==> src/rtl/axis_fifo_pkg.sv <==
// Shared types and constants for the AXI-Stream synchronous FIFO.
// The storage word pairs tlast with tdata; the output buffer is two entries deep.
package axis_fifo_pkg;

   localparam int unsigned WORD_DLEN = 8;
   localparam logic [1:0]  BUF_DEPTH = 2'd2;

   typedef struct packed {
      logic                 tlast;
      logic [WORD_DLEN-1:0] data;
   } axis_word_t;

endpackage

==> src/rtl/SdpRam1.sv <==
// Single-clock simple dual-port RAM: one write port, one read port.
// The read data is registered, so it is valid on the cycle after rd_en.
module SdpRam1 #(
   parameter int unsigned DW = 9,
   parameter int unsigned AW = 4
) (
   input  logic          clk,
   input  logic          wr_en,
   input  logic [AW-1:0] wr_addr,
   input  logic [DW-1:0] wr_data,
   input  logic          rd_en,
   input  logic [AW-1:0] rd_addr,
   output logic [DW-1:0] rd_data
);

   logic [DW-1:0] mem_q [0:(1<<AW)-1];
   logic [DW-1:0] rd_data_q;

   // NOTE: the array and its read register have no reset so they map onto block RAM;
   // the surrounding logic never consumes a word it has not written.
   always_ff @(posedge clk) begin
      if (wr_en) mem_q[wr_addr] <= wr_data;
      if (rd_en) rd_data_q <= mem_q[rd_addr];
   end

   assign rd_data = rd_data_q;

endmodule

==> src/rtl/axis_sync_fifo.sv <==
// AXI-Stream synchronous FIFO: RAM store plus a 2-entry registered output buffer.
// Define AXIS_SYNC_FIFO_PKT_CNT_EN to add the o_pkts whole-packet counter.
module axis_sync_fifo
   import axis_fifo_pkg::*;
#(
   parameter int unsigned DLEN = WORD_DLEN,
   parameter int unsigned ALEN = 4
) (
   input  logic            clk,
   input  logic            rst,
   input  logic            s_axis_tvalid,
   input  logic            s_axis_tlast,
   input  logic [DLEN-1:0] s_axis_tdata,
   output logic            s_axis_tready,
   output logic            m_axis_tvalid,
   output logic            m_axis_tlast,
   output logic [DLEN-1:0] m_axis_tdata,
   input  logic            m_axis_tready,
`ifdef AXIS_SYNC_FIFO_PKT_CNT_EN
   output logic [ALEN+1:0] o_pkts,
`endif
   output logic [ALEN+1:0] o_count
);

   // The shared word type fixes the data width for every FIFO in the codebase.
   if (DLEN != WORD_DLEN) begin : g_dlen_check
      $error("axis_sync_fifo: DLEN must equal axis_fifo_pkg::WORD_DLEN");
   end

   localparam logic [ALEN-1:0] PTR_ONE  = 1;
   localparam logic [ALEN:0]   RAM_ONE  = 1;
   localparam logic [ALEN:0]   RAM_FULL = {1'b1, {ALEN{1'b0}}};
   localparam logic [ALEN+1:0] CNT_ONE  = 1;

   logic [ALEN-1:0] wptr_q, wptr_d, rptr_q, rptr_d;
   logic [ALEN:0]   ram_cnt_q, ram_cnt_d;
   logic [ALEN+1:0] cnt_q, cnt_d;
   logic            rd_pend_q, rd_pend_d;
   logic            s_rdy_q, s_rdy_d;
   logic            hd_vld_q, hd_vld_d, sk_vld_q, sk_vld_d;
   axis_word_t      hd_q, hd_d, sk_q, sk_d;

   logic       push, pop, rd_en;
   logic [1:0] committed;
   axis_word_t wr_word, rd_word;

   assign wr_word = '{tlast: s_axis_tlast, data: s_axis_tdata};

   SdpRam1 #(
      .DW ($bits(axis_word_t)),
      .AW (ALEN)
   ) u_ram (
      .clk     (clk),
      .wr_en   (push),
      .wr_addr (wptr_q),
      .wr_data (wr_word),
      .rd_en   (rd_en),
      .rd_addr (rptr_q),
      .rd_data (rd_word)
   );

   // NOTE: every signal written here gets its default first, so no path can infer a latch.
   always_comb begin
      push      = s_axis_tvalid && s_rdy_q;
      pop       = hd_vld_q && m_axis_tready;
      // Buffer slots already spoken for once this cycle's pop has left.
      committed = 2'(hd_vld_q) + 2'(sk_vld_q) + 2'(rd_pend_q) - 2'(pop);
      rd_en     = (ram_cnt_q != '0) && (committed < BUF_DEPTH);

      wptr_d    = wptr_q;
      rptr_d    = rptr_q;
      ram_cnt_d = ram_cnt_q;
      cnt_d     = cnt_q;
      rd_pend_d = rd_en;

      if (push)  wptr_d = wptr_q + PTR_ONE;
      if (rd_en) rptr_d = rptr_q + PTR_ONE;

      case ({push, rd_en})
         2'b10:   ram_cnt_d = ram_cnt_q + RAM_ONE;
         2'b01:   ram_cnt_d = ram_cnt_q - RAM_ONE;
         default: ram_cnt_d = ram_cnt_q;
      endcase
      s_rdy_d = ram_cnt_d < RAM_FULL;

      case ({push, pop})
         2'b10:   cnt_d = cnt_q + CNT_ONE;
         2'b01:   cnt_d = cnt_q - CNT_ONE;
         default: cnt_d = cnt_q;
      endcase

      hd_vld_d = hd_vld_q;
      hd_d     = hd_q;
      sk_vld_d = sk_vld_q;
      sk_d     = sk_q;
      if (pop) begin
         hd_vld_d = sk_vld_q;
         hd_d     = sk_q;
         sk_vld_d = 1'b0;
      end
      // The RAM word read last cycle lands in the first free slot after the shift.
      if (rd_pend_q) begin
         if (!hd_vld_d) begin
            hd_vld_d = 1'b1;
            hd_d     = rd_word;
         end else begin
            sk_vld_d = 1'b1;
            sk_d     = rd_word;
         end
      end
   end

   // NOTE: state registers use non-blocking assignments only, so every flop samples pre-edge values.
   always_ff @(posedge clk or posedge rst) begin
      if (rst) begin
         wptr_q    <= '0;
         rptr_q    <= '0;
         ram_cnt_q <= '0;
         cnt_q     <= '0;
         rd_pend_q <= 1'b0;
         s_rdy_q   <= 1'b0;
         hd_vld_q  <= 1'b0;
         hd_q      <= '0;
         sk_vld_q  <= 1'b0;
         sk_q      <= '0;
      end else begin
         wptr_q    <= wptr_d;
         rptr_q    <= rptr_d;
         ram_cnt_q <= ram_cnt_d;
         cnt_q     <= cnt_d;
         rd_pend_q <= rd_pend_d;
         s_rdy_q   <= s_rdy_d;
         hd_vld_q  <= hd_vld_d;
         hd_q      <= hd_d;
         sk_vld_q  <= sk_vld_d;
         sk_q      <= sk_d;
      end
   end

   assign s_axis_tready = s_rdy_q;
   assign m_axis_tvalid = hd_vld_q;
   assign m_axis_tdata  = hd_q.data;
   assign m_axis_tlast  = hd_q.tlast;
   assign o_count       = cnt_q;

`ifdef AXIS_SYNC_FIFO_PKT_CNT_EN
   logic [ALEN+1:0] pkts_q, pkts_d;

   always_comb begin
      case ({push && s_axis_tlast, pop && hd_q.tlast})
         2'b10:   pkts_d = pkts_q + CNT_ONE;
         2'b01:   pkts_d = pkts_q - CNT_ONE;
         default: pkts_d = pkts_q;
      endcase
   end

   always_ff @(posedge clk or posedge rst) begin
      if (rst) pkts_q <= '0;
      else     pkts_q <= pkts_d;
   end

   assign o_pkts = pkts_q;
`endif

endmodule

==> config.mk <==
export PLATFORM = sky130hd
export DESIGN_NAME = axis_sync_fifo
export DESIGN_NICKNAME = d
export VERILOG_FILES = /design/src/rtl/axis_fifo_pkg.sv /design/src/rtl/SdpRam1.sv /design/src/rtl/axis_sync_fifo.sv
export SDC_FILE = /design/constraint.sdc
export NUM_CORES = 1
export LEC_CHECK = 0
export CAP_MARGIN = 20
export CELL_PAD_IN_SITES_DETAIL_PLACEMENT = 2
export CELL_PAD_IN_SITES_GLOBAL_PLACEMENT = 2
export CORE_MARGIN = 3
export CORE_UTILIZATION = 46
export DETAILED_ROUTE_END_ITERATION = 10
export PLACE_DENSITY_LB_ADDON = 0.1
export SYNTH_ARGS = -nofsm -noshare
export SYNTH_HDL_FRONTEND = slang
export SYNTH_SLANG_ARGS = --single-unit
==> constraint.sdc <==
create_clock -name clk -period 5.4 [get_ports clk]
set_input_delay 1.08 -clock clk [delete_from_list [all_inputs] [get_ports clk]]
set_output_delay 1.08 -clock clk [all_outputs]
set_load 0.05 [all_outputs]
# == After elaboration in Yosys (flattened, before gate mapping) ==
# Memory sizes are Yosys's and may differ from the RTL's. A register that Yosys moved wholly into a read port is not among the register bits.
# Cells that the tools add are included.
# word_totals
register_bits,41
ramBits,144
input_bits,13
elab_cells,46
memories,1
# memory_table
name,depth,width,rd,rd_clocked_by_memory_dff,write_ports,line_no,source
u_ram.mem_q,16,9,1,1,1,SdpRam1.sv:16,logic [DW-1:0] mem_q [0:(1<<AW)-1];
# op_classes
add_sub_neg,9
order_cmp,2
n_eq_ne,4
mux,12
n_reduce_logical,6
# op_table
op,count
$mux W9,3
$pmux W6 S2,1
$pmux W5 S2,1
$add A4 B1 Y4 const B,2
$mux W1,7
$add A6 B1 Y6 const B,1
$sub A6 B1 Y6 const B,1
$add A5 B1 Y5 const B,1
$lt A5 B5 Y1 const B,1
$reduce_bool A5 Y1,1
$sub A5 B1 Y5 const B,1
$eq A2 B1 Y1 const B,2
$eq A2 B2 Y1 const B,2
$logic_and A1 B1 Y1,3
$add A1 B1 Y2,1
$add A2 B1 Y2,1
$lt A2 B2 Y1 const B,1
$reduce_and A2 Y1,1
$reduce_bool A2 Y1,1
$sub A2 B1 Y2,1

# == Depth between registers and ports, before layout ==
# Gate-level depths: netlist of run 1.
# depth
ltp_word,8
ltp_mapped,17

# == By module ==
# Synthesis of run 1 repeated with hierarchy kept, for this count alone.
# unflattened
cells_unflattened,434
hier_area_um2,8007.7
# by_module_without_submodules
module,n_inst,cells_each,area_each_um2
SdpRam1,1,254,5870.6
axis_sync_fifo,1,180,2137.0

# == Worst setup path before layout of run 1 ==
# Ideal clock, no wire load.
# synth_path
kind,input -> register
from,in m_axis_tready
to,"reg s_rdy_q, in the netlist s_axis_tready"
t_arrival_ns,4.540
required_ns,5.276
slack_ns,0.735
cell_stages,17
path_cell_list,nand2_1 -> clkbuf_1 -> inv_1 -> ha_1 -> inv_1 -> ha_1 -> a21oi_1 -> xnor2_1 -> a21oi_2 -> ha_1 -> inv_1 -> fa_1 -> nor2b_1 -> o21ai_1 -> nand3_1 -> or3b_1 -> xor2_1
# synth_via
elab_chain_len,7
elab_cells_between_ends,8
classes_between,1 x add/sub; 2 x order compare; 2 x eq/ne; 1 x mux; 2 x reduce/logical
# synth_rtl
element,line_no,source
start: declaration,axis_sync_fifo.sv:18,"input logic m_axis_tready,"
$logic_and A1 B1 Y1 (*),axis_sync_fifo.sv:65,pop = hd_vld_q && m_axis_tready;
$sub A2 B1 Y2 (*),axis_sync_fifo.sv:67,committed = 2'(hd_vld_q) + 2'(sk_vld_q) + 2'(rd_pend_q) - 2'(pop);
$lt A2 B2 Y1 (*),axis_sync_fifo.sv:68,rd_en = (ram_cnt_q != '0) && (committed < BUF_DEPTH);
$logic_and A1 B1 Y1 (*),axis_sync_fifo.sv:68,
via rd_en,axis_sync_fifo.sv:43,"logic push, pop, rd_en;"
$eq A2 B1 Y1 / $eq A2 B2 Y1 (equally long branches),axis_sync_fifo.sv:79,"case ({push, rd_en})"
$pmux W5 S2 (*),axis_sync_fifo.sv:79,
$lt A5 B5 Y1 (*),axis_sync_fifo.sv:84,s_rdy_d = ram_cnt_d < RAM_FULL;
via s_rdy_d,axis_sync_fifo.sv:39,"logic s_rdy_q, s_rdy_d;"
end signal: assignment,axis_sync_fifo.sv:132,s_rdy_q <= s_rdy_d;
end: declaration,axis_sync_fifo.sv:39,
# The timed path passes the listed nets; every way through them passes the cells marked *.
# A chain may end at the register's enable or synchronous reset.

# == Final worst setup path of run 1 ==
# Ends and elaborated chain as after synthesis.

==> results.py, run 1 <==
metrics = {
    "cts": {
        "cts-htree-levels": 4,
        "clk_latency_ps": 430,
        "ctsHoldBuffers": 0,
        "post_cts_resized": 0,
        "setup_buffers_after_cts": 0,
        "cts_tree": "built",
        "tritoncts_num_sinks": 194,
        "buffer_cell_driving_the_clock_tree_root": "clkbuf_16",
        "tritoncts.num_buffers": 17,
        "ctsLongestPathBuffers": 2,
        "clk_pin_slew_worst_paths_ps": 70,
    },
    "final_layout": {
        "nets": 551,
        "drive_above_1_share_pct": 16.4,
        "area.growth.synth_to_final_pct": 13.0,
        "finish.instance_area_um2": 9050,
        "diodes": 0,
    },
    "global_routing": {
        "gr-usage-all-layers_pct": 20.6,
        "first_global_vias": 4669,
        "pin_count_of_the_biggest_net_entering_global_routing": 42,
        "grt_antenna_before_repair": 0,
        "grt_remaining_overflow": 0,
        "first_pass_grt_wire_length_mm": 28.3,
    },
    "die": {
        "num_io_pins": 30,
        "die_x_um": 138,
        "starting_density_of_the_core_pct": 47.6,
        "row_count": 47,
        "chipHeight_um": 138,
        "fp.dieArea_um2": 19000,
        "floorplan.core_area_um2": 16800,
    },
    "min_path": {
        "min_from": "o_count[5]",
        "whs_path_depth": 1,
        "timing.hold.worst_endpoint": "o_count[5]",
        "min_path_type": "register to register",
    },
    "routing": {
        "wl_per_cell_um": 23.8,
        "vias": 4228,
        "wl_mm": 17.9,
        "route.detailed.drc": 0,
        "drtPass1Iterations": 4,
        "ant_nets": 0,
        "detail_route.vias_per_cell": 5.62,
        "detailedRoute.firstIterationViolations": 261,
    },
    "placement": {
        "detailedPlace.worstSlack_ps": 943,
        "last_weighted_congestion_value_of_the_routability_driven_placer": 0.720,
        "place.port_buffers": 29,
        "place_hpwl_mm": 12.2,
        "cell_area_after_placement_um2": 8500,
    },
    "sta": {
        "final_cycle_share_pct": 74.5,
        "hold_viol": 0,
        "fmax_ghz": 0.249,
        "worst-slew-pin-transition_ps": 1050,
        "timing.slew.headroom_pct": 29.6,
        "report.final.setup_viol": 0,
        "tns_ps": 0,
        "finalWorstSetupSlack_ps": 1380,
        "min_period_ps": 4020,
        "grt_setup_unrepaired": "no",
        "finalClockSkew_ps": 8.33,
        "maxSlewViolCount": 0,
    },
    "synth": {
        "post_synth_most_frequent_cells": "edfxtp_1, dfrtp_1, mux2i_1, nand2_1, o21ai_0",
        "yosysSeqAreaShare_pct": 70.2,
        "synth_area_leader_cell": "edfxtp_1",
        "synthDominantCellAreaShare_pct": 57.4,
        "synth_async_sr_flop_share_pct": 21.1,
        "mappedNetlistNets": 518,
        "leading_post_synthesis_cells_by_cell_area": "edfxtp_1, dfrtp_1, mux4_2",
        "mappedNetlistArea_um2": 8010,
        "syn_area_per_cell_um2": 16.4,
        "ys_types": 39,
        "netlist_instances": 487,
        "synth_warnings": 0,
        "yosys_register_bits": 194,
        "yosys.cell_count.top_type": "edfxtp_1",
        "yosys_most_used_dff": "edfxtp_1",
        "synth_enable_flop_cells": 153,
    },
    "power": {
        "power.density_cell_area_nw_per_um2": 612,
        "worst_ir_drop_vdd_mv": 0.302,
        "power.static_leakage_nw": 3.25,
    },
    "worst_setup_path": {
        "path_buf_inv": 4,
        "r2r-end": "s_axis_tready",
        "cpLargestDelayFamily": "adder cells",
        "regToRegStartpoint": "m_axis_tvalid",
        "critical_path.cell_chain": "clkdlybuf4s50_1 > nand2_1 > inv_1 > ha_1 > inv_1 > ha_1 > a21oi_1 > xnor2_1 > a21oi_2 > ha_1 > inv_1 > fa_1 > nor2b_1 > o21ai_1 > nand3_1 > or3b_1 > xor2_1",
        "setup.worst_path.end_class": "register",
        "regToRegSetupSlack_ps": 2050,
        "critical-path-slowest-cell": "clkdlybuf4s50_1",
        "timing.critical_path.depth": 17,
        "crit_path_max_fanout": 4,
        "critical_path_required_ps": 5710,
        "slowest_delay_ps": 440,
        "rr_worst_depth": 16,
        "worst_ep_arrival_time_ps": 4330,
        "critical_path_class": "input port to register",
        "setup.worst_path.start_class": "input port",
    },
    "run_status": {
        "outcome": "finished clean",
    },
    "job": {
        "maxCapViolations": 0,
    },
}
==> worst max-delay path by stage <==
| stage | endpoint | slack (ps) | start |
|---|---|---|---|
| 2_1_floorplan | s_axis_tready | 740 | m_axis_tready |
| 3_3_place_gp | s_axis_tready | 1090 | m_axis_tready |
| 3_5_place_dp | s_axis_tready | 940 | m_axis_tready |
| 4_1_cts | s_axis_tready | 1350 | m_axis_tready |
| 5_1_grt | s_axis_tready | 1120 | m_axis_tready |
| 6_report | s_axis_tready | 1380 | m_axis_tready |
==> per-layer routing <==
| layer | share of wire, % | global-route usage (%) | wire length, um |
|---|---|---|---|
| met5 | 0 | 0 | 0 |
| met1 | 43 | 26.3 | 7640 |
| met3 | 3.0 | 3.63 | 532 |
| met4 | 1.2 | 5.82 | 208 |
| met2 | 53 | 36.3 | 9540 |
==> sequential cells by signal, summed over array words and instances (netlist names), named ones only <==
signal / flops
s_axis_tready: 1
sk_vld_q: 1
m_axis_tvalid: 1
ram_cnt_q: 4
o_count: 6
m_axis_tlast: 1
u_ram.rd_data: 9
u_ram.mem_q: 144
rptr_q: 4
wptr_q: 4
m_axis_tdata: 8
sk_q: 9
rd_pend_q: 1
==> where the power goes <==
part	switching (mW)	internal, mW
Combinational	1.32	0.896
Sequential	0.216	1.95
Clock	0.562	0.597
==> cell families after synthesis <==
family / count (synthesis) / share of synthesized area [%]
fa+ha+maj: 18 / 3.00
flops: 194 / 70.2
simple gates: 70 / 3.83
buf+inv: 39 / 2.48
compound gates: 75 / 6.27
xor+xnor: 16 / 1.75
mux: 75 / 12.5
==> metrics by stage <==
step	hold WS, ps	power, mW	utilization (%)	instances
floorplan	442	3.76	-	487
global placement	464	4.27	50.5	720
detailed placement	468	4.41	50.5	720
CTS	480	5.60	53.7	751
global route	517	5.92	53.8	752
finish	474	5.54	53.8	752
==> worst reg2reg max path: cells and delay by family, from the launching register on <==
family | cells | cell delay [ps]
fa+ha+maj | 4 | 1200
simple gates | 4 | 720
flops | 1 | 410
compound gates | 3 | 400
xor+xnor | 2 | 250
buf+inv | 3 | 220
==> layout make-up <==
class | count | area (um^2)
Clock buffer | 18 | 429
Clock inverter | 13 | 105
Fill cell | 1503 | 7770
Inverter | 16 | 60.1
Multi-Input combinational cell | 254 | 2200
Sequential cell | 194 | 5620
Tap cell | 220 | 275
Timing Repair Buffer | 37 | 363
==> layout by cell type (no fill, tap or decap), types with 3 or more instances in the layout <==
master           Yosys  final
nand3_1              3      3
ha_1                16     16
clkinv_4             0      4
a21o_1               3      3
and2_1               3      3
a22oi_1              9      9
clkdlybuf4s50_1      0     29
mux2_2              19     19
xor2_1               6      6
mux2i_1             38     38
a221oi_2             7      7
nand2_1             36     36
xnor2_1             10     10
dfrtp_1             41     40
mux4_2              18     18
edfxtp_1           153    153
inv_6                0      3
buf_4                0      7
a21oi_1             13     13
o21ai_0             33     33
clkbuf_16            0     17
inv_1               16     15
nand2b_1             3      3
nor2_1              14     14
No activity file was read; power rests on OpenSTA's default activity.
==> run 2, diff against run 1 <==
- CORE_UTILIZATION: 46 -> 41
- clock period: 5.4 -> 3.6 ns (I/O delays scaled with it)
==> run 2 against run 1 <==
Net effect: cell area grew 4.9%; worst setup slack got worse by 990 ps; largest power group unchanged; largest cell class unchanged; sequential power is 52% higher; register-to-register slack lost 1700 ps; first-iteration DRC count fell by 2.7%; die area grew 12%; critical path depth fell by 1; clock-buffer cell count down 1; critical path type is now register to register; global-route usage down 1.6 points; non-clock buffer count up 21.
==> results.py, run 2 (synthesis results as in run 1) <==
metrics = {
    "worst_setup_path": {
        "path_buf_inv": 3,
        "slowest_delay_ps": 480,
        "crit_end": "s_axis_tready",
        "r2r-end": "s_axis_tready",
        "critical-path-slowest-cell": "dfrtp_2",
        "timing.critical_path.depth": 16,
        "rr_worst_depth": 16,
        "setup.worst_path.start_class": "register",
        "worst_ep_arrival_time_ps": 3530,
        "critPathMostFrequentCell": "ha_4",
        "crit_path_max_fanout": 4,
        "cpLargestDelayFamily": "adder cells",
        "regToRegSetupSlack_ps": 390,
        "setup.worst_path.end_class": "register",
        "regToRegStartpoint": "m_axis_tvalid",
        "startpoint": "m_axis_tvalid",
        "critical_path_class": "register to register",
        "critical_path.cell_chain": "nand2_8 > inv_6 > ha_4 > inv_2 > ha_4 > a21oi_4 > xnor2_2 > a21oi_4 > ha_4 > inv_4 > fa_2 > nor2b_1 > o21ai_1 > nand3_1 > or3b_4 > xor2_1",
        "critical_path_required_ps": 3920,
    },
    "cts": {
        "ctsHoldBuffers": 0,
        "cts_tree": "built",
        "tritoncts_num_sinks": 194,
        "clk_latency_ps": 440,
        "tritoncts.num_buffers": 17,
        "setup_buffers_after_cts": 0,
        "cts-htree-levels": 4,
        "post_cts_resized": 0,
        "clk_pin_slew_worst_paths_ps": 70,
        "buffer_cell_driving_the_clock_tree_root": "clkbuf_16",
        "ctsLongestPathBuffers": 2,
    },
    "routing": {
        "route.layer.met1.wl_mm": 8.64,
        "vias": 4374,
        "routed.top_layer": "met4",
        "detail_route.vias_per_cell": 5.37,
        "wl_mm": 19.0,
        "wl_per_cell_um": 23.4,
        "ant_nets": 0,
        "met2_routed_wl_mm": 9.67,
        "drtPass1Iterations": 4,
        "wl_met3_um": 527,
        "route.detailed.drc": 0,
        "detailedRoute.firstIterationViolations": 254,
    },
    "sta": {
        "report.final.setup_viol": 0,
        "fmax_ghz": 0.312,
        "timing.slew.headroom_pct": 39.6,
        "whs_ps": 470,
        "worst-slew-pin-transition_ps": 905,
        "maxSlewViolCount": 0,
        "min_period_ps": 3210,
        "grt_setup_unrepaired": "no",
        "hold_viol": 0,
        "tns_ps": 0,
        "final_cycle_share_pct": 89.2,
        "finalClockSkew_ps": 11.8,
    },
    "power": {
        "worst_ir_drop_vdd_mv": 0.386,
        "power.density_cell_area_nw_per_um2": 955,
        "power.static_leakage_nw": 3.44,
    },
    "die": {
        "row_count": 50,
        "chipHeight_um": 146,
        "die_x_um": 146,
        "fp.dieArea_um2": 21200,
        "num_io_pins": 30,
        "starting_density_of_the_core_pct": 42.2,
        "floorplan.core_area_um2": 19000,
    },
    "run_status": {
        "outcome": "finished clean",
    },
    "final_layout": {
        "top_register": "u_ram.mem_q",
        "drive_above_1_share_pct": 21.8,
        "layout_common_cells": "edfxtp_1, dfrtp_1, mux2i_1",
        "ff_latch_area_um2": 5620,
        "nets": 572,
        "area.growth.synth_to_final_pct": 18.5,
        "n_fill_cell": 1720,
        "largest_register_ff_count": 144,
        "utilization_pct": 50.1,
        "diodes": 0,
        "most_frequent_standard_cell_in_the_layout_excluding_fill_and_tap_cells": "edfxtp_1",
        "multi_input_area_um2": 2270,
    },
    "placement": {
        "place_hpwl_mm": 12.6,
        "last_weighted_congestion_value_of_the_routability_driven_placer": 0.737,
        "place.port_buffers": 29,
    },
    "global_routing": {
        "first_pass_grt_wire_length_mm": 30.4,
        "gr-usage-all-layers_pct": 19.0,
        "grt_antenna_before_repair": 0,
        "first_global_vias": 4941,
        "grt_remaining_overflow": 0,
        "pin_count_of_the_biggest_net_entering_global_routing": 42,
    },
    "min_path": {
        "min_path_type": "register to register",
    },
    "job": {
        "maxCapViolations": 0,
    },
}
[run 2: cell types whose count changed in the layout (fill, tap and decap cells not counted), sizes merged]
cell	delta
clkbuf	-1
bufinv	+4
dlymetal6s2s	+1
clkdlybuf4s50	-1
clkinvlp	-1
buf	+21
clkinv	-3
inv	+2
[run 2: worst min path at each step]
stage	from	slack [ps]	end	cells after the start
detailed placement	o_count[5]	470	o_count[5]	1
global route	rst	480	rd_pend_q	2
global placement	o_count[5]	460	o_count[5]	1
floorplan	u_ram.rd_data[0]	450	m_axis_tdata[0]	2
CTS	o_count[5]	480	o_count[5]	1
finish	o_count[5]	470	o_count[5]	1
[run 2: metrics by stage]
stage	power [mW]	setup WS (ps)	cells	instance area [um^2]
after detailed placement	7.01	-385	781	8800
after global placement	6.76	-237	781	8800
after floorplan	5.84	-0.701	487	8120
after global routing	9.63	207	814	9490
final	9.07	390	814	9490
after CTS	9.17	50.3	813	9470
[run 2: where the power goes]
part           internal, mW  leakage, nW  switching [mW]
combinational          1.58         1.25            2.07
sequential             2.92         1.87           0.372
clock                  1.20        0.326           0.920
total                  5.71         3.44            3.36
[run 2: cell type report]
type	count	area share, %
flip-flops and latches	194	59.2
multi-input cells	254	24.0
repair buffers	58	5.64
clock buffers	17	4.48
well taps	260	3.43
clock inverters	15	2.54
inverters	16	0.712
[run 2: metal layers]
metal	vias up	GRT usage (%)
li1	1965	-
met1	2332	25.5
met2	57	31.5
met3	20	4.24
met4	0	4.80
met5	-	0
==> run 3, diff against run 2 <==
- CORE_UTILIZATION: 41 -> 49
- clock period: 3.6 -> 4.1 ns (I/O delays scaled with it)
==> run 3 against run 2 <==
Net effect: sequential share of layout area is 1.6 points higher; power is 14% lower; cell area is 2.7% lower; non-clock buffer count is 14 lower; largest power group unchanged; sequential power is 12% lower.
==> results.py, run 3 (synthesis results as in run 1) <==
metrics = {
    "die": {
        "chipHeight_um": 134,
        "die_x_um": 134,
        "row_count": 46,
        "floorplan.core_area_um2": 15900,
        "fp.dieArea_um2": 17900,
        "num_io_pins": 30,
        "starting_density_of_the_core_pct": 50.2,
    },
    "final_layout": {
        "final_cell_count_no_fill": 756,
        "nets": 558,
        "largest_register_ff_count": 144,
        "drive_above_1_share_pct": 18.7,
        "utilization_pct": 57.9,
        "finish.instance_area_um2": 9240,
        "diodes": 0,
        "most_frequent_standard_cell_in_the_layout_excluding_fill_and_tap_cells": "edfxtp_1",
        "top_register": "u_ram.mem_q",
        "layout_common_cells": "edfxtp_1, dfrtp_1, mux2i_1",
        "n_fill_cell": 1387,
        "area.growth.synth_to_final_pct": 15.4,
    },
    "global_routing": {
        "first_global_vias": 4985,
        "grt_remaining_overflow": 0,
        "gr-usage-all-layers_pct": 24.4,
        "pin_count_of_the_biggest_net_entering_global_routing": 42,
        "first_pass_grt_wire_length_mm": 31.7,
        "grt_antenna_before_repair": 0,
    },
    "worst_setup_path": {
        "crit_path_max_fanout": 4,
        "regToRegStartpoint": "m_axis_tvalid",
        "critical_path.cell_chain": "clkdlybuf4s50_1 > nand2_1 > inv_1 > ha_1 > inv_1 > ha_1 > a21oi_2 > xnor2_2 > a21oi_4 > ha_4 > inv_1 > fa_1 > nor2b_1 > o21ai_1 > nand3_1 > or3b_4 > xor2_2",
        "setup.worst_path.start_class": "input port",
        "r2r-end": "s_axis_tready",
        "setup.worst_path.end_class": "register",
        "critical_path_required_ps": 4420,
        "critical-path-slowest-cell": "fa_1",
        "slowest_delay_ps": 440,
        "rr_worst_depth": 16,
        "critical_path_class": "input port to register",
        "worst_ep_arrival_time_ps": 4200,
        "critPathMostFrequentCell": "inv_1",
        "regToRegSetupSlack_ps": 580,
    },
    "cts": {
        "setup_buffers_after_cts": 0,
        "tritoncts_num_sinks": 194,
        "clk_latency_ps": 460,
        "ctsLongestPathBuffers": 2,
        "cts_tree": "built",
        "ctsHoldBuffers": 0,
        "cts-htree-levels": 4,
        "buffer_cell_driving_the_clock_tree_root": "clkbuf_16",
        "tritoncts.num_buffers": 17,
        "clk_pin_slew_worst_paths_ps": 80,
    },
    "placement": {
        "cell_area_after_placement_um2": 8560,
        "numPlacedInstances": 724,
        "place.port_buffers": 29,
        "place_hpwl_mm": 13.0,
        "last_weighted_congestion_value_of_the_routability_driven_placer": 0.750,
    },
    "sta": {
        "timing.slew.headroom_pct": 23.7,
        "report.final.setup_viol": 0,
        "finalClockSkew_ps": 16.1,
        "grt_setup_unrepaired": "no",
        "worst-slew-pin-transition_ps": 1140,
        "hold_viol": 0,
        "min_period_ps": 3880,
        "tns_ps": 0,
        "maxSlewViolCount": 0,
        "final_cycle_share_pct": 94.6,
        "fmax_ghz": 0.258,
    },
    "routing": {
        "detailedRoute.firstIterationViolations": 304,
        "wl_per_cell_um": 26.9,
        "ant_nets": 0,
        "detail_route.vias_per_cell": 5.78,
        "route.detailed.drc": 0,
        "vias": 4372,
        "wl_mm": 20.4,
        "drtPass1Iterations": 4,
    },
    "min_path": {
        "min_from": "o_count[5]",
        "whs_path_depth": 1,
        "timing.hold.worst_endpoint": "o_count[5]",
        "min_path_type": "register to register",
    },
    "power": {
        "worst_ir_drop_vdd_mv": 0.413,
        "power.static_leakage_nw": 3.34,
        "power.density_cell_area_nw_per_um2": 847,
    },
    "job": {
        "maxCapViolations": 0,
    },
    "run_status": {
        "outcome": "finished clean",
    },
}
-- run 3: cell count changes in the layout (fill, tap and decap cells not counted), sizes merged --
cell and delta:
dlymetal6s2s -1, buf -14, bufinv -4, clkdlybuf4s50 +1, clkinvlp +1, clkinv +5, inv -2
-- run 3: routing by layer --
| metal | vias up | routed length, um | global-route usage [%] |
|---|---|---|---|
| li1 | 1932 | - | - |
| met1 | 2322 | 8280 | 30.0 |
| met2 | 91 | 11100 | 43.6 |
| met3 | 27 | 666 | 4.99 |
| met4 | 0 | 323 | 7.43 |
| met5 | - | 0 | 0 |
-- run 3: layout make-up --
cell class	count	area (um^2)	area share (%)
sequential	194	5620	60.9
clock inverter	15	208	2.25
clock buffer	17	425	4.61
multi-input combinational	254	2240	24.2
timing repair buffer	44	415	4.50
tap	216	270	2.93
inverter	16	60.1	0.650
-- run 3: critical path, delay by kind of cell --
kind / cells / cell delay, ps
compound gates: 3 / 450
xor+xnor: 2 / 280
fa+ha+maj: 4 / 1180
buf+inv: 4 / 630
simple gates: 4 / 820
-- run 3: worst max path at each step --
stage                     cells past startpoint          start  slack [ps]             to
after floorplan                              17  m_axis_tready          40  s_axis_tready
after detailed placement                     17  m_axis_tready        -290  s_axis_tready
after global routing                         17  m_axis_tready          50  s_axis_tready
final                                        17  m_axis_tready         220  s_axis_tready
after CTS                                    17  m_axis_tready          20  s_axis_tready
after global placement                       17  m_axis_tready          30  s_axis_tready
-- run 3: timing repair --
item / 4_1_cts / 5_1_grt
setup endpoints to repair: 1 / 2
endpoints found under the hold margin: 0 / 0
resized for setup: 1 / 6
pin swaps: 0 / 0
-- run 3: per-stage QoR --
stage / power (mW) / setup WS, ps / hold slack (ps)
after floorplan: 4.97 / 38.5 / 442
after global placement: 5.65 / 32.9 / 460
after detailed placement: 5.92 / -291 / 469
after CTS: 7.78 / 16.8 / 482
after global routing: 8.27 / 47.1 / 502
final: 7.83 / 223 / 481
-- run 3: power breakdown --
part	internal (mW)	switching, mW	total, mW
combinational	1.31	1.88	3.19
sequential	2.56	0.345	2.91
clock	0.839	0.884	1.72
==> RTL edit 1: new RTL, config.mk and constraints of run 1 <==
Register the output `o_count` once more, cleared by the reset; this adds one clock of latency there. The other outputs are not delayed to match.
--- a/src/rtl/axis_sync_fifo.sv
+++ b/src/rtl/axis_sync_fifo.sv
@@ -141,7 +141,13 @@
    assign m_axis_tvalid = hd_vld_q;
    assign m_axis_tdata  = hd_q.data;
    assign m_axis_tlast  = hd_q.tlast;
-   assign o_count       = cnt_q;
+   always_ff @(posedge clk or posedge rst) begin
+      if (rst) begin
+         o_count <= '0;
+      end else begin
+         o_count <= cnt_q;
+      end
+   end
 
 `ifdef AXIS_SYNC_FIFO_PKT_CNT_EN
    logic [ALEN+1:0] pkts_q, pkts_d;
Check against the original RTL: not equivalent (Yosys sat finds a counterexample within 4 cycles, from zero or initial values and one cycle with rst high).
==> RTL edit 1 against run 1 <==
Synthesized area increased by 2.0%. Register-to-register slack got worse by 0.11 ns. Worst setup slack got worse by 0.077 ns. Sequential power increased by 8%. Sequential share of layout area about the same. Final area increased by 2.6%. Wire length increased by 4.7%. Via count increased by 3.0%. Critical path depth unchanged. Power increased by 3.1%. Sequential cell count increased by 6. Critical path type unchanged.
==> RTL edit 1: results <==
metrics = {
    "cells_and_area": {
        "buffer_area_share_pct": 4.068,
        "multi_input_area_share_pct": 23.68,
        "final_nets": 560,
        "signal_buffers": 39,
        "multi_input_comb_cells": 255,
        "nClkBuffers": 17,
        "final_layout_size_suffix_gt1_share_pct": 14.76,
    },
    "grt": {
        "grt_util_all_layers_pct": 20.39,
        "grt_pass1_vias": 4885,
        "grt_pass1_wl_mm": 29.33,
        "grt_util_met2_pct": 35.27,
    },
    "hold_path": {
        "hold_path_end": "o_count[5]",
        "hold_path_startpoint": "cnt_q[5]",
    },
    "pwr": {
        "leakage_nw": 3.364,
        "p_switching_w": 0.002203,
    },
    "synth": {
        "synthMuxAreaShare_pct": 12.11,
        "synthCells": 494,
        "synth_common_cells": "edfxtp_1 (153), dfrtp_1 (47), mux2i_1 (37), nand2_1 (37), o21ai_0 (31)",
        "synthXorXnorAreaFrac_pct": 1.715,
        "synth_fa_ha_area_share_pct": 2.940,
    },
    "routing": {
        "wire_per_inst_um": 24.46,
        "wl_met2_mm": 9.852,
        "routed_via_density": 5.679,
        "dr_wl_met3_um": 682,
        "routed-via-count": 4356,
    },
    "setup_path": {
        "r2r_setup_slack_ns": 1.94,
        "crit_arrival_ns": 4.43,
    },
    "placed_design": {
        "dp.cells": 733,
        "routabilityCongestion": 0.7458,
    },
    "timing": {
        "fin_worst_skew_ns": 0.01556,
        "hold-worst-slack_ns": 0.4024,
    },
    "run_status": {
        "outcome": "finished clean",
    },
    "clocking": {
        "insertion_delay_ns": 0.45,
    },
}
-- RTL edit 1: cell types whose count changed after synthesis, sizes merged --
| cell | before | now |
|---|---|---|
| mux2i | 38 | 37 |
| o21ai | 35 | 36 |
| dfrtp | 41 | 47 |
| nand2 | 36 | 37 |
-- RTL edit 1: stage by stage --
stage               area [um2]  power (W)  worst slack, ns
finish                    9288   0.005713            1.303
floorplan                 8170   0.003825           0.7338
global route              9288   0.006085            1.032
detailed placement        8663   0.004482           0.9090
global placement          8663   0.004318            1.082
CTS                       9260   0.005795            1.250
-- RTL edit 1: power groups by stage --
stage                     registers [W]  clock network (W)  logic [W]
after floorplan                 0.00238                  0    0.00145
after global placement          0.00233                  0    0.00199
after detailed placement        0.00236                  0    0.00212
after CTS                       0.00234            0.00129    0.00216
after global routing            0.00238            0.00135    0.00236
final                           0.00233            0.00126    0.00212
==> RTL edit 2: new RTL, flow settings as in run 1 <==
Made on the original files. `ALEN`: 4 -> 3.
--- a/src/rtl/axis_sync_fifo.sv
+++ b/src/rtl/axis_sync_fifo.sv
@@ -4,7 +4,7 @@
    import axis_fifo_pkg::*;
 #(
    parameter int unsigned DLEN = WORD_DLEN,
-   parameter int unsigned ALEN = 4
+   parameter int unsigned ALEN = 3
 ) (
    input  logic            clk,
    input  logic            rst,
Interface: changed (resized o_count); port bits go from 30 to 29. No check against the original RTL was run, so the function may have changed too.
==> RTL edit 2 against run 1 <==
Wire length fell by 36%. Global-route usage rose by 0.15 points. Combinational power fell by 23%. Sequential cell count fell by 76. Die area fell by 37%. Synthesized area fell by 38%. Worst setup slack got worse by 0.42 ns. Power fell by 20%. Via count fell by 39%. Sequential share of layout area fell by 6.5 points. Final area fell by 33%. Critical path type unchanged.
==> RTL edit 2: results <==
metrics = {
    "pwr": {
        "p_switching_w": 0.001563,
        "p_seq_w": 0.00147,
        "irDropWorstVdd_uv": 347.9,
        "combPwrFrac_pct": 38.8,
        "powerComb_w": 0.00171,
    },
    "clocking": {
        "insertion_delay_ns": 0.51,
        "cts_root_buf": "clkbuf_8",
    },
    "placed_design": {
        "dp_slack_ns": 0.6235,
        "dp_hpwl_mm": 6.827,
        "port_buffers": 28,
        "routabilityCongestion": 0.6596,
        "dp.cells": 430,
        "place_area_um2": 5353,
    },
    "setup_path": {
        "crit_fanout": 11,
        "crit_arrival_ns": 4.82,
        "slowest_delay_ns": 0.42,
        "r2r_setup_slack_ns": 1.52,
        "rr_worst_depth": 14,
    },
    "cells_and_area": {
        "final_layout_size_suffix_gt1_share_pct": 27.58,
        "final_nets": 343,
        "fillers": 871,
        "largest_reg_flops": 72,
        "finish.utilization_pct": 58.25,
    },
    "synth": {
        "synthCells": 271,
        "syn-num-nets": 297,
        "synthTopCellsByArea": "edfxtp_1 (49%), dfrtp_1 (19%), mux2_2 (6.9%)",
        "synthArstFlopShare_pct": 31.36,
    },
    "grt": {
        "grt_util_all_layers_pct": 20.74,
        "grt_pass1_vias": 2913,
        "grt_max_degree": 38,
    },
    "timing": {
        "hold-worst-slack_ns": 0.5023,
        "slew_headroom_pct": 29.41,
        "fin_worst_skew_ns": 0.007624,
    },
    "routing": {
        "routed_wl_mm": 11.44,
        "drt_iter0_markers": 104,
    },
    "run_status": {
        "outcome": "finished clean",
    },
    "hold_path": {
        "worstHoldPathCells": 2,
        "hold_path_end": "m_axis_tvalid",
    },
}
-- RTL edit 2: metal layers --
layer | global-route usage [%] | up-vias | share of wire, %
li1 | - | 1143 | -
met1 | 25.67 | 1375 | 42
met2 | 35.40 | 46 | 53
met3 | 4.169 | 13 | 2.6
met4 | 9.083 | 0 | 1.7
met5 | 0 | - | 0
-- RTL edit 2: layout make-up --
cell class | instances | share of cell area, %
Multi-Input combinational cell | 136 | 24.63
Clock buffer | 18 | 6.918
Clock inverter | 14 | 3.728
Tap cell | 136 | 2.817
Timing Repair Buffer | 35 | 5.758
Sequential cell | 118 | 55.59
Inverter | 9 | 0.5592
-- RTL edit 2: worst max-delay path by stage --
stage / end / slack (ns) / from / cells past startpoint
floorplan: flip-flop / 1.17 / m_axis_tready / 15
global placement: flip-flop / 0.88 / m_axis_tready / 15
detailed placement: s_axis_tready / 0.62 / m_axis_tready / 15
CTS: flip-flop / 0.90 / m_axis_tready / 15
global route: flip-flop / 0.72 / m_axis_tready / 15
finish: flip-flop / 0.96 / m_axis_tready / 15
-- RTL edit 2: kinds of logic (layout without fill, tap and decap cells) --
logic type	after synthesis	count (layout)	share of synthesized area (%)
xor gates and xnor gates	11	11	1.954
buffers and inverters	17	76	1.903
and+or+nand+nor	39	39	3.756
AOI/OAI and AO/OA	14	14	1.751
muxes	59	59	18.91
adders and majority gates	13	13	3.604
DFF	118	118	68.12
-- RTL edit 2: worst register-to-register path, stage by stage (launching register included) --
cell	delay [ns]
dfrtp_1	0.42
nand2_1	0.40
inv_1	0.13
ha_1	0.31
inv_1	0.05
ha_1	0.27
a21oi_1	0.22
xnor2_1	0.23
nor2_1	0.13
ha_1	0.31
ha_1	0.37
a21oi_1	0.22
a21boi_0	0.15
nor3_1	0.42
xor2_1	0.12
